<file path="config.mk">
export PLATFORM = sky130hd
export DESIGN_NAME = dmem_lsu_master_flat
export DESIGN_NICKNAME = d
export VERILOG_FILES = /design/src/rtl/dmem_lsu_pkg.sv /design/src/rtl/dmem_lsu_master_if.sv /design/src/rtl/dmem_lsu_master_lane_align.sv /design/src/rtl/dmem_lsu_master.sv /design/src/flat_wrapper.sv
export SDC_FILE = /design/constraint.sdc
export NUM_CORES = 1
export LEC_CHECK = 0
export CAP_MARGIN = 20
export CELL_PAD_IN_SITES_DETAIL_PLACEMENT = 0
export CELL_PAD_IN_SITES_GLOBAL_PLACEMENT = 1
export CORE_MARGIN = 8
export CORE_UTILIZATION = 51
export DETAILED_ROUTE_END_ITERATION = 7
export DONT_BUFFER_PORTS = 1
export GPL_ROUTABILITY_DRIVEN = 0
export PLACE_DENSITY_LB_ADDON = 0.1
export SETUP_SLACK_MARGIN = 0.05
export SYNTH_ARGS = -nofsm -noshare
export SYNTH_HDL_FRONTEND = slang
export SYNTH_HIERARCHICAL = 1
export SYNTH_SLANG_ARGS = --single-unit
</file>
<file path="constraint.sdc">
create_clock -name clk -period 6.5 [get_ports clk]
set_input_delay 0.975 -clock clk [delete_from_list [all_inputs] [get_ports clk]]
set_output_delay 0.975 -clock clk [all_outputs]
set_load 0.05 [all_outputs]
</file>
<file path="src/rtl/dmem_lsu_pkg.sv">
// Purpose : shared types, funct3 codes and access-classification helpers for the LSU.
// Latency : n/a (declarations and pure functions only).
// Backpr. : n/a.
package dmem_lsu_pkg;

    typedef enum logic [2:0] {
        ST_IDLE = 3'd0,
        ST_RD0  = 3'd1,
        ST_RD1  = 3'd2,
        ST_WR0  = 3'd3,
        ST_WR1  = 3'd4,
        ST_RESP = 3'd5
    } lsu_state_e;

    localparam logic [2:0] F3_B  = 3'b000;
    localparam logic [2:0] F3_H  = 3'b001;
    localparam logic [2:0] F3_W  = 3'b010;
    localparam logic [2:0] F3_BU = 3'b100;
    localparam logic [2:0] F3_HU = 3'b101;

    // An access crosses into the next word when its last byte lands past lane 3.
    function automatic logic is_split(input logic [2:0] funct3, input logic [1:0] off);
        logic res;
        res = 1'b0;
        case (funct3[1:0])
            2'b01:   res = (off == 2'b11);
            2'b10:   res = (off != 2'b00);
            default: res = 1'b0;
        endcase
        return res;
    endfunction

    function automatic logic is_legal(input logic we, input logic [2:0] funct3);
        logic res;
        res = 1'b0;
        if (we) begin
            res = (funct3 == F3_B) || (funct3 == F3_H) || (funct3 == F3_W);
        end else begin
            res = (funct3 == F3_B) || (funct3 == F3_H) || (funct3 == F3_W) ||
                  (funct3 == F3_BU) || (funct3 == F3_HU);
        end
        return res;
    endfunction

endpackage

</file>
<file path="src/rtl/dmem_lsu_master_if.sv">
// Purpose : CPU request/response handshake plus word-memory port of the LSU.
// Latency : n/a (wiring only).
// Backpr. : req_valid/req_ready on the CPU side; memory side has none (combinational read).
// Ports   : master = LSU view (drives req_ready, resp_*, mem_addr/wen/wdata);
//           slave  = CPU + memory view (drives req_*, mem_rdata).
interface dmem_lsu_master_if #(
    parameter int ADDRESS_WIDTH = 20
);
    logic                     req_valid;
    logic                     req_ready;
    logic                     req_we;
    logic [2:0]               req_funct3;
    logic [31:0]              req_addr;
    logic [31:0]              req_wdata;
    logic                     resp_valid;
    logic [31:0]              resp_rdata;
    logic                     resp_err;
    logic [ADDRESS_WIDTH-1:0] mem_addr;
    logic                     mem_wen;
    logic [31:0]              mem_wdata;
    logic [31:0]              mem_rdata;

    modport master (
        input  req_valid, req_we, req_funct3, req_addr, req_wdata, mem_rdata,
        output req_ready, resp_valid, resp_rdata, resp_err, mem_addr, mem_wen, mem_wdata
    );

    modport slave (
        output req_valid, req_we, req_funct3, req_addr, req_wdata, mem_rdata,
        input  req_ready, resp_valid, resp_rdata, resp_err, mem_addr, mem_wen, mem_wdata
    );
endinterface

</file>
<file path="src/rtl/dmem_lsu_master_lane_align.sv">
// Purpose : byte-lane merge of store data into {buf1,buf0} and load extract/extend from it.
// Latency : combinational.
// Backpr. : none.
// Ports   : funct3/off select size and lane; wdata = store data; buf0/buf1 = captured words;
//           wr_word0/wr_word1 = merged write words; ld_data = extended load result.
module lsu_lane_align
    import dmem_lsu_pkg::*;
(
    input  logic [2:0]  funct3,
    input  logic [1:0]  off,
    input  logic [31:0] wdata,
    input  logic [31:0] buf0,
    input  logic [31:0] buf1,
    output logic [31:0] wr_word0,
    output logic [31:0] wr_word1,
    output logic [31:0] ld_data
);
    logic [63:0] pair;
    logic [31:0] size_mask;
    logic [63:0] lane_mask;
    logic [63:0] st_data;
    logic [63:0] merged;
    logic [31:0] shifted;
    logic [5:0]  shamt;

    // Treat the two words as one 64-bit little-endian window so a crossing
    // access is just a shift by the byte offset, with no per-case lane logic.
    always_comb begin
        pair  = {buf1, buf0};
        shamt = {1'b0, off, 3'b000};
        case (funct3[1:0])
            2'b00:   size_mask = 32'h0000_00FF;
            2'b01:   size_mask = 32'h0000_FFFF;
            default: size_mask = 32'hFFFF_FFFF;
        endcase
        lane_mask = {32'h0, size_mask} << shamt;
        st_data   = {32'h0, wdata} << shamt;
        merged    = (pair & ~lane_mask) | (st_data & lane_mask);
        wr_word0  = merged[31:0];
        wr_word1  = merged[63:32];

        shifted = 32'(pair >> shamt);
        case (funct3)
            F3_B:    ld_data = {{24{shifted[7]}}, shifted[7:0]};
            F3_H:    ld_data = {{16{shifted[15]}}, shifted[15:0]};
            F3_BU:   ld_data = {24'h0, shifted[7:0]};
            F3_HU:   ld_data = {16'h0, shifted[15:0]};
            default: ld_data = shifted;
        endcase
    end
endmodule

</file>
<file path="src/rtl/dmem_lsu_master.sv">
// Purpose : RV32I load/store sequencer onto a word memory (RMW for sub-word stores, two-word splits).
// Latency : accept->resp 1 (illegal), 2 (aligned load / aligned SW), 3 (split load, in-word SB/SH), 5 (split store).
// Backpr. : req_ready only in IDLE; one bubble cycle after each response; resp has no backpressure.
// Ports   : clk, rst_n (sync active-low); bus = dmem_lsu_master_if.master (req_*, resp_*, mem_*).
module dmem_lsu_master
    import dmem_lsu_pkg::*;
#(
    parameter int ADDRESS_WIDTH = 20,
    parameter int DATA_WIDTH    = 32
) (
    input  logic                 clk,
    input  logic                 rst_n,
    dmem_lsu_master_if.master    bus
);
    generate
        if (DATA_WIDTH != 32) begin : g_bad_data_width
            $error("dmem_lsu_master: DATA_WIDTH must be 32");
        end
    endgenerate

    lsu_state_e               state_q, state_d;
    logic                     we_q;
    logic [2:0]               f3_q;
    logic [ADDRESS_WIDTH+1:0] addr_q;
    logic [31:0]              wdata_q;
    logic                     err_q;
    logic [31:0]              buf0_q, buf1_q;
    logic [ADDRESS_WIDTH-1:0] mem_addr_q, mem_addr_c;
    logic [31:0]              mem_wdata_q, mem_wdata_c;

    logic [1:0]               off;
    logic [ADDRESS_WIDTH-1:0] w0, w1;
    logic                     split;
    logic                     accept;
    logic                     req_legal;
    logic                     req_aligned_sw;
    logic [31:0]              wr_word0, wr_word1, ld_data;

    // Address bits above the memory window are deliberately ignored.
    generate
        if (ADDRESS_WIDTH < 30) begin : g_addr_hi
            logic addr_hi_unused;
            assign addr_hi_unused = ^bus.req_addr[31:ADDRESS_WIDTH+2];
        end
    endgenerate

    assign off            = addr_q[1:0];
    assign w0             = addr_q[ADDRESS_WIDTH+1:2];
    assign w1             = w0 + ADDRESS_WIDTH'(1);   // wraps to word 0 at the top
    assign split          = is_split(f3_q, off);
    assign accept         = (state_q == ST_IDLE) && bus.req_valid;
    assign req_legal      = is_legal(bus.req_we, bus.req_funct3);
    assign req_aligned_sw = bus.req_we && (bus.req_funct3 == F3_W) && (bus.req_addr[1:0] == 2'b00);

    lsu_lane_align u_align (
        .funct3   (f3_q),
        .off      (off),
        .wdata    (wdata_q),
        .buf0     (buf0_q),
        .buf1     (buf1_q),
        .wr_word0 (wr_word0),
        .wr_word1 (wr_word1),
        .ld_data  (ld_data)
    );

    always_ff @(posedge clk) begin
        if (!rst_n) begin
            state_q     <= ST_IDLE;
            we_q        <= 1'b0;
            f3_q        <= 3'b000;
            addr_q      <= '0;
            wdata_q     <= 32'h0;
            err_q       <= 1'b0;
            buf0_q      <= 32'h0;
            buf1_q      <= 32'h0;
            mem_addr_q  <= '0;
            mem_wdata_q <= 32'h0;
        end else begin
            state_q <= state_d;
            if (accept) begin
                we_q    <= bus.req_we;
                f3_q    <= bus.req_funct3;
                addr_q  <= bus.req_addr[ADDRESS_WIDTH+1:0];
                wdata_q <= bus.req_wdata;
                err_q   <= !req_legal;
            end
            if (state_q == ST_RD0) buf0_q <= bus.mem_rdata;
            if (state_q == ST_RD1) buf1_q <= bus.mem_rdata;
            // Hold registers let the memory port keep its last address/data while idle.
            mem_addr_q  <= mem_addr_c;
            mem_wdata_q <= mem_wdata_c;
        end
    end

    always_comb begin
        state_d        = state_q;
        bus.req_ready  = 1'b0;
        bus.resp_valid = 1'b0;
        bus.resp_err   = 1'b0;
        bus.resp_rdata = 32'h0;
        bus.mem_wen    = 1'b0;
        mem_addr_c     = mem_addr_q;
        mem_wdata_c    = mem_wdata_q;

        case (state_q)
            ST_IDLE: begin
                bus.req_ready = 1'b1;
                if (bus.req_valid) begin
                    if (!req_legal)          state_d = ST_RESP;
                    else if (req_aligned_sw) state_d = ST_WR0;
                    else                     state_d = ST_RD0;
                end
            end
            ST_RD0: begin
                mem_addr_c = w0;
                if (split)     state_d = ST_RD1;
                else if (we_q) state_d = ST_WR0;
                else           state_d = ST_RESP;
            end
            ST_RD1: begin
                mem_addr_c = w1;
                state_d    = we_q ? ST_WR0 : ST_RESP;
            end
            ST_WR0: begin
                bus.mem_wen = 1'b1;
                mem_addr_c  = w0;
                mem_wdata_c = wr_word0;
                state_d     = split ? ST_WR1 : ST_RESP;
            end
            ST_WR1: begin
                bus.mem_wen = 1'b1;
                mem_addr_c  = w1;
                mem_wdata_c = wr_word1;
                state_d     = ST_RESP;
            end
            ST_RESP: begin
                bus.resp_valid = 1'b1;
                bus.resp_err   = err_q;
                bus.resp_rdata = (err_q || we_q) ? 32'h0 : ld_data;
                state_d        = ST_IDLE;
            end
            default: state_d = ST_IDLE;
        endcase

        bus.mem_addr  = mem_addr_c;
        bus.mem_wdata = mem_wdata_c;
    end
endmodule

</file>
<file path="src/flat_wrapper.sv">
// flat-port wrapper written by rule: the top's interface ports become plain ports
module dmem_lsu_master_flat import dmem_lsu_pkg::*;
#(
    parameter int ADDRESS_WIDTH = 20,
    parameter int DATA_WIDTH    = 32
)
  (clk, rst_n, bus_req_valid, bus_req_we, bus_req_funct3, bus_req_addr, bus_req_wdata, bus_mem_rdata, bus_req_ready, bus_resp_valid, bus_resp_rdata, bus_resp_err, bus_mem_addr, bus_mem_wen, bus_mem_wdata);
  dmem_lsu_master_if #(.ADDRESS_WIDTH(ADDRESS_WIDTH)) bus_i ();
  input  logic clk;
  input  logic rst_n;
  input wire logic [$bits(bus_i.req_valid)-1:0] bus_req_valid;
  input wire logic [$bits(bus_i.req_we)-1:0] bus_req_we;
  input wire logic [$bits(bus_i.req_funct3)-1:0] bus_req_funct3;
  input wire logic [$bits(bus_i.req_addr)-1:0] bus_req_addr;
  input wire logic [$bits(bus_i.req_wdata)-1:0] bus_req_wdata;
  input wire logic [$bits(bus_i.mem_rdata)-1:0] bus_mem_rdata;
  output wire logic [$bits(bus_i.req_ready)-1:0] bus_req_ready;
  output wire logic [$bits(bus_i.resp_valid)-1:0] bus_resp_valid;
  output wire logic [$bits(bus_i.resp_rdata)-1:0] bus_resp_rdata;
  output wire logic [$bits(bus_i.resp_err)-1:0] bus_resp_err;
  output wire logic [$bits(bus_i.mem_addr)-1:0] bus_mem_addr;
  output wire logic [$bits(bus_i.mem_wen)-1:0] bus_mem_wen;
  output wire logic [$bits(bus_i.mem_wdata)-1:0] bus_mem_wdata;
  assign bus_i.req_valid = bus_req_valid;
  assign bus_i.req_we = bus_req_we;
  assign bus_i.req_funct3 = bus_req_funct3;
  assign bus_i.req_addr = bus_req_addr;
  assign bus_i.req_wdata = bus_req_wdata;
  assign bus_i.mem_rdata = bus_mem_rdata;
  assign bus_req_ready = bus_i.req_ready;
  assign bus_resp_valid = bus_i.resp_valid;
  assign bus_resp_rdata = bus_i.resp_rdata;
  assign bus_resp_err = bus_i.resp_err;
  assign bus_mem_addr = bus_i.mem_addr;
  assign bus_mem_wen = bus_i.mem_wen;
  assign bus_mem_wdata = bus_i.mem_wdata;
  dmem_lsu_master #(.ADDRESS_WIDTH(ADDRESS_WIDTH), .DATA_WIDTH(DATA_WIDTH)) u_core (.clk(clk), .rst_n(rst_n), .bus(bus_i));
endmodule
</file>
* Word level (Yosys, flattened, before mapping)
Index checks and enable logic that the tools add are counted.
Cells by class: add/subtract/negate cells 1, multiply operators 0, divide/modulo/power cells 0, magnitude comparators 0, equal/unequal tests 16, shift-type cells 3, muxes and demuxes 19, bitwise gates (word level) 4, reductions and logical operators 18
Operator list (number):
- 64-bit AND | 2
- 32-bit case mux with 2 select lines | 2
- 32-bit case mux with 4 select lines | 1
- 32-bit by 5-bit left shift with 64-bit output | 2
- 32-bit 2-to-1 mux | 2
- 64-bit NOT | 1
- 64-bit OR | 1
- 64-bit by 5-bit right shift with 32-bit output | 1
- 20-bit case mux with 2 select lines | 1
- 20-bit by 1-bit adder with 20-bit output, second input constant | 1
- 3-bit equality test, second input constant | 6
- 3-bit case mux with 5 select lines | 1
- 3-bit 2-to-1 mux | 4
- 3-bit by 1-bit equality test with 1-bit output, second input constant | 3
- 3-bit by 2-bit equality test with 1-bit output, second input constant | 3
- 3-bit logical NOT | 3
- 1-bit 2-to-1 mux | 6
- 2-bit OR reduction | 3
- 1-bit logical OR | 5
- 2-bit equality test, second input constant | 2
- 2-bit logical NOT | 2
- 1-bit logical AND | 3
- 2-bit by 1-bit equality test with 1-bit output, second input constant | 1
- 2-bit 2-to-1 mux | 1
- other kinds (4) | 4
Word-level totals: flip-flop bits (word level) 178, bits in latches 0, RAM bits 0, bits in read-only memories 0, bits of input ports 103, output and inout port bits 88, word-level logic and storage cells 71, memories kept 0

* Logic depth before layout (Yosys ltp)
depth in word-level cells 9, mapped depth 9, gate-level depth less buffers 7

* Cells and area by module
Netlist, hierarchy kept.
By module, submodules not included:
- dmem_lsu_master | instances 1, cells an instance 998, area each 7612.3 um2, seq. area each 3563.4 um2
- lsu_lane_align | instances 1, cells an instance 253, area each 2529.9 um2, seq. area each 0.0 um2

* Least setup slack after synthesis
Ideal clock, no wire load.
path kind flip-flop to output port, start register u_core.state_q[0], end output bus_mem_addr[5], data arrival time 2161 ps, data required time 5525 ps, setup slack 3364 ps, stages on the path, launching flop included 6, path buffers 2, cell sequence dfxtp_1 -> buf_2 -> buf_1 -> nor2_1 -> and3_1 -> o21ai_0
On the way: word-level cells in the longest chain between the ends 3, elaborated cells on any way between the ends 7, classes of those cells 4 x eq/ne; 1 x mux; 2 x reduce/logical
RTL lines:
- start, declared | line dmem_lsu_master.sv:21 | lsu_state_e state_q, state_d;
- start signal, assigned | line dmem_lsu_master.sv:79 | state_q <= state_d;
- 3-bit equality test, or another cell as far along | line dmem_lsu_master.sv:105 | case (state_q)
- 2-bit OR reduction (no line)
- 20-bit case mux with 2 select lines * | line dmem_lsu_master.sv:105
- end, declared | line flat_wrapper.sv:21 | output wire logic [$bits(bus_i.mem_addr)-1:0] bus_mem_addr;
Mark *: on every way between the ends. The rest lies on a longest branch, timed or not.

* Worst setup path in the final report
start register u_core.state_q[2], end output bus_mem_addr[7]
The elaborated chain is that of the path after synthesis.

==> results.md <==
* Outcome: finished, final reports clean
* Setup CP Type: flip-flop to output port
* CTS resizes at 0
* Power Dens Cells at 297 mW/mm^2
* Setup Buffers After CTS at 0
* Via count at 8869
* Die area at 0.0247 mm^2
* Max frequency at 222 MHz
* Cells after Synth at 1251
* Peak VDD IR at 176 uV
* H-tree Lvls at 4
* Core footprint at 0.0195 mm^2
* Synth Net Count at 1357
* Int Power at 0.00201 W
* Area leader, netlist: dfxtp_1
* CP Capture Type: output port
* Startpoint types: flip-flop
* Tcrit/Tclk final at 69.4%
* Source of the worst hold timing path: u_core/buf1_q[27]$_SDFFE_PN0N_
* Antenna Cells at 0
* Max-slew violation count at 0
* Net switching power at 0.00117 W
* DRT antenna net count at 0
* Minimum clock period at 4.51 ns
* Sequential share of the synthesized area at 35.1%
* Synth Area per Inst at 8.11 um^2
* Total gr overflow at 0
* Drt first pass iters at 5
* Reg2reg path depth at 6
* Critical R2R Capture: u_core/mem_addr_q[7]$_SDFF_PN0_
* RSZ-0062 raised after global routing: false
* Critical path required time at 5.52 ns
* Reg clk slew, reported paths at 0.07 ns
* Largest net degree at the start of global routing at 97
* IO buf count at 0
* Total track usage at 25.9%
* Die Ht at 157 um
* Setup tns final at 0 ns
* Layout area overhead at 5.51%
* Hold-fix buffers, CTS at 0
* Initial drt markers at 886
* Cell family with most CP delay: flip-flops
* Relative slew margins at 25.8%
* Post-synth EDFFs at 0
* Final Setup Violations at 0
* Synthesized flop and latch total at 178
* Seq pwr share at 42.2%
* Fill cell count at 1873
* Nets at 1280
* Synth warnings at 6
* Combinational share of power at 25.2%
* Worst path bufs/invs at 1
* Die X at 157 um
* CTS tree: done
* DP Wirelength at 23200 um
* Final Hold Fails at 0
* Avg WL per Cell at 22.4 um
* Final core utilization at 55.0%
* Total CTS buffers at 17
* Fraction of layout cells with a size suffix above 1 at 14.2%
* Mapped cell area at 0.0101 mm^2
* Drt via density at 6.11
* Slowest-stage cell, CP: dfxtp_1
* Max Fanout on Critical Path at 38
* Critical path, cell by cell: nor3b_2 > buf_4 > nand2b_1 > a21oi_1 > o21ai_1
* Primary FF master, synth: dfxtp_1
* Worst Skew at 0.00897 ns
* Hold path endpoint: u_core/buf1_q[27]$_SDFFE_PN0N_
* Hold_ws at 0.465 ns
* R2R Setup Slk at 3.12 ns
* Final WL at 32500 um
* First-pass GRT wire length at 49000 um
* Clock power share at 32.6%
* Io pins at 191
* Initial Util at 52.1%
* Worst-Margin Slew at 1.11 ns
* Vias in the first global route at 8060
* DRC viols at 0
* Initial antenna violation count at 0
* Max-cap violations at 0
* Sw frac at 36.8%
* Rows at 51
* Area contributors post-synth: dfxtp_1, nand2_1, mux4_2, a21oi_1, mux2_2
* Max incr delay on CP at 0.97 ns
* Worst flop-to-flop path startpoint: u_core/state_q[2]$_SDFFE_PN0P_
* P_leak at 3.91 nW
* Synth async-reset ratio at 0%
* Hold Path Depth at 2
* Worst skew pair latency at 0.43 ns
* CTS Root Cell: clkbuf_16
* Unique masters post-synth at 63
* CTS Sinks at 178
* Worst path arrival time at 3.53 ns
* Yosys top cell area share at 35.1%
* HP Class: flip-flop to flip-flop
* CTS max path bufs at 2
worst max-delay path by stage:
stage,slack (ns),start,endpoint,cells past startpoint
final,1.99,u_core/state_q[2]$_SDFFE_PN0P_,bus_mem_addr[7],5
after global routing,1.73,u_core/state_q[2]$_SDFFE_PN0P_,bus_mem_addr[0],5
after CTS,1.99,u_core/state_q[2]$_SDFFE_PN0P_,bus_mem_addr[0],5
after detailed placement,2.46,u_core/state_q[2]$_SDFFE_PN0P_,bus_mem_addr[7],5
after global placement,2.46,u_core/state_q[2]$_SDFFE_PN0P_,bus_mem_addr[0],5
after floorplan,3.36,u_core/state_q[0]$_SDFFE_PN0P_,bus_mem_addr[5],5
registers in the layout (all words and copies together) (netlist names):
signal / cells
u_core/addr_q: 22
u_core/buf0_q: 32
u_core/buf1_q: 32
u_core/err_q: 1
u_core/f3_q: 3
u_core/mem_addr_q: 20
u_core/mem_wdata_q: 32
u_core/state_q: 3
u_core/wdata_q: 32
u_core/we_q: 1
cells in the mapped netlist, drive strengths merged (3+ instances only):
| master | count |
|---|---|
| a21o | 4 |
| inv | 20 |
| o2111ai | 3 |
| mux4 | 42 |
| clkbuf | 69 |
| a22o | 9 |
| nor3 | 10 |
| nand2 | 355 |
| a31oi | 7 |
| a221o | 6 |
| a22oi | 45 |
| o21a | 4 |
| a21oi | 146 |
| and3 | 5 |
| nand3 | 14 |
| mux2 | 56 |
| nor2 | 32 |
| o21ai | 39 |
| nand2b | 5 |
| o31ai | 4 |
| ha | 3 |
| o211ai | 5 |
| and2 | 79 |
| mux2i | 17 |
| a211oi | 3 |
| and4 | 4 |
| nor4 | 7 |
| nand4 | 10 |
| dfxtp | 178 |
| nor2b | 5 |
| buf | 41 |
area by class of cell:
type / instances / area (um^2) / area share, %
multi-input cells: 942 / 6010 / 56.2
flip-flops and latches: 178 / 3570 / 33.3
clock buffers: 19 / 453 / 4.23
well taps: 265 / 332 / 3.10
clock inverters: 13 / 136 / 1.27
repair buffers: 14 / 121 / 1.13
inverters: 21 / 80.1 / 0.748
cell usage in the layout (no fill, tap or decap), types with 3 or more instances in the layout:
| master | count |
|---|---|
| nor2b_1 | 5 |
| nand3_1 | 14 |
| nor3_1 | 8 |
| mux2_2 | 56 |
| nand2_1 | 354 |
| a211oi_1 | 3 |
| nand4_1 | 8 |
| inv_1 | 20 |
| and3_1 | 5 |
| nand2b_1 | 5 |
| mux4_2 | 40 |
| nor2_1 | 26 |
| inv_6 | 8 |
| nor2_2 | 5 |
| dfxtp_1 | 176 |
| buf_4 | 12 |
| a21oi_1 | 144 |
| a22oi_1 | 45 |
| ha_1 | 3 |
| o21a_1 | 4 |
| a21o_1 | 4 |
| clkbuf_16 | 17 |
| o21ai_1 | 8 |
| and2_1 | 78 |
| o21ai_0 | 31 |
| nor4_1 | 6 |
| a221o_1 | 6 |
| and4_1 | 3 |
| o211ai_1 | 5 |
| o2111ai_1 | 3 |
| mux2i_1 | 16 |
| a31oi_1 | 7 |
| a22o_1 | 9 |
| o31ai_1 | 4 |
routing by layer:
metal	routed length (um)	vias to the layer above	track usage, %
met5	0	-	0
met4	737	0	7.30
met3	3900	33	9.02
met2	13400	402	35.8
met1	14500	4244	37.2
li1	-	4190	-
stage by stage:
stage	worst slack [ns]	std cells	power (W)	cell area, um^2
global placement	2.46	1418	0.00213	10100
detailed placement	2.46	1418	0.00214	10100
floorplan	3.36	1251	0.00196	10100
global route	1.73	1452	0.00332	10700
CTS	1.99	1450	0.00318	10700
finish	1.99	1452	0.00317	10700
power groups by stage:
stage | Combinational [W] | Sequential [W] | Clock (W)
finish | 0.000800 | 0.00134 | 0.00104
global route | 0.000864 | 0.00135 | 0.00111
CTS | 0.000788 | 0.00133 | 0.00106
detailed placement | 0.000785 | 0.00136 | 0
global placement | 0.000776 | 0.00135 | 0
floorplan | 0.000701 | 0.00126 | 0
worst min-delay path, delay by kind of cell (launching register included):
| kind | cells | cell delay [ns] |
|---|---|---|
| flip-flops | 1 | 0.31 |
| AND/OR/NAND/NOR | 1 | 0.05 |
| AO/OA/AOI/OAI | 1 | 0.05 |
kinds of logic (layout without fill, tap and decap cells):
kind of cell               count (synthesis)  after routing  synth area share [%]
adders and majority gates                  3              3                 0.370
xor gates and xnor gates                   2              2                 0.173
AOI/OAI and AO/OA                        283            283                  16.8
and+or+nand+nor                          539            539                  24.2
DFF                                      178            178                  35.1
buffers and inverters                    131             67                  5.96
muxes                                    115            115                  17.4
(Power assumes the default switching activity.)
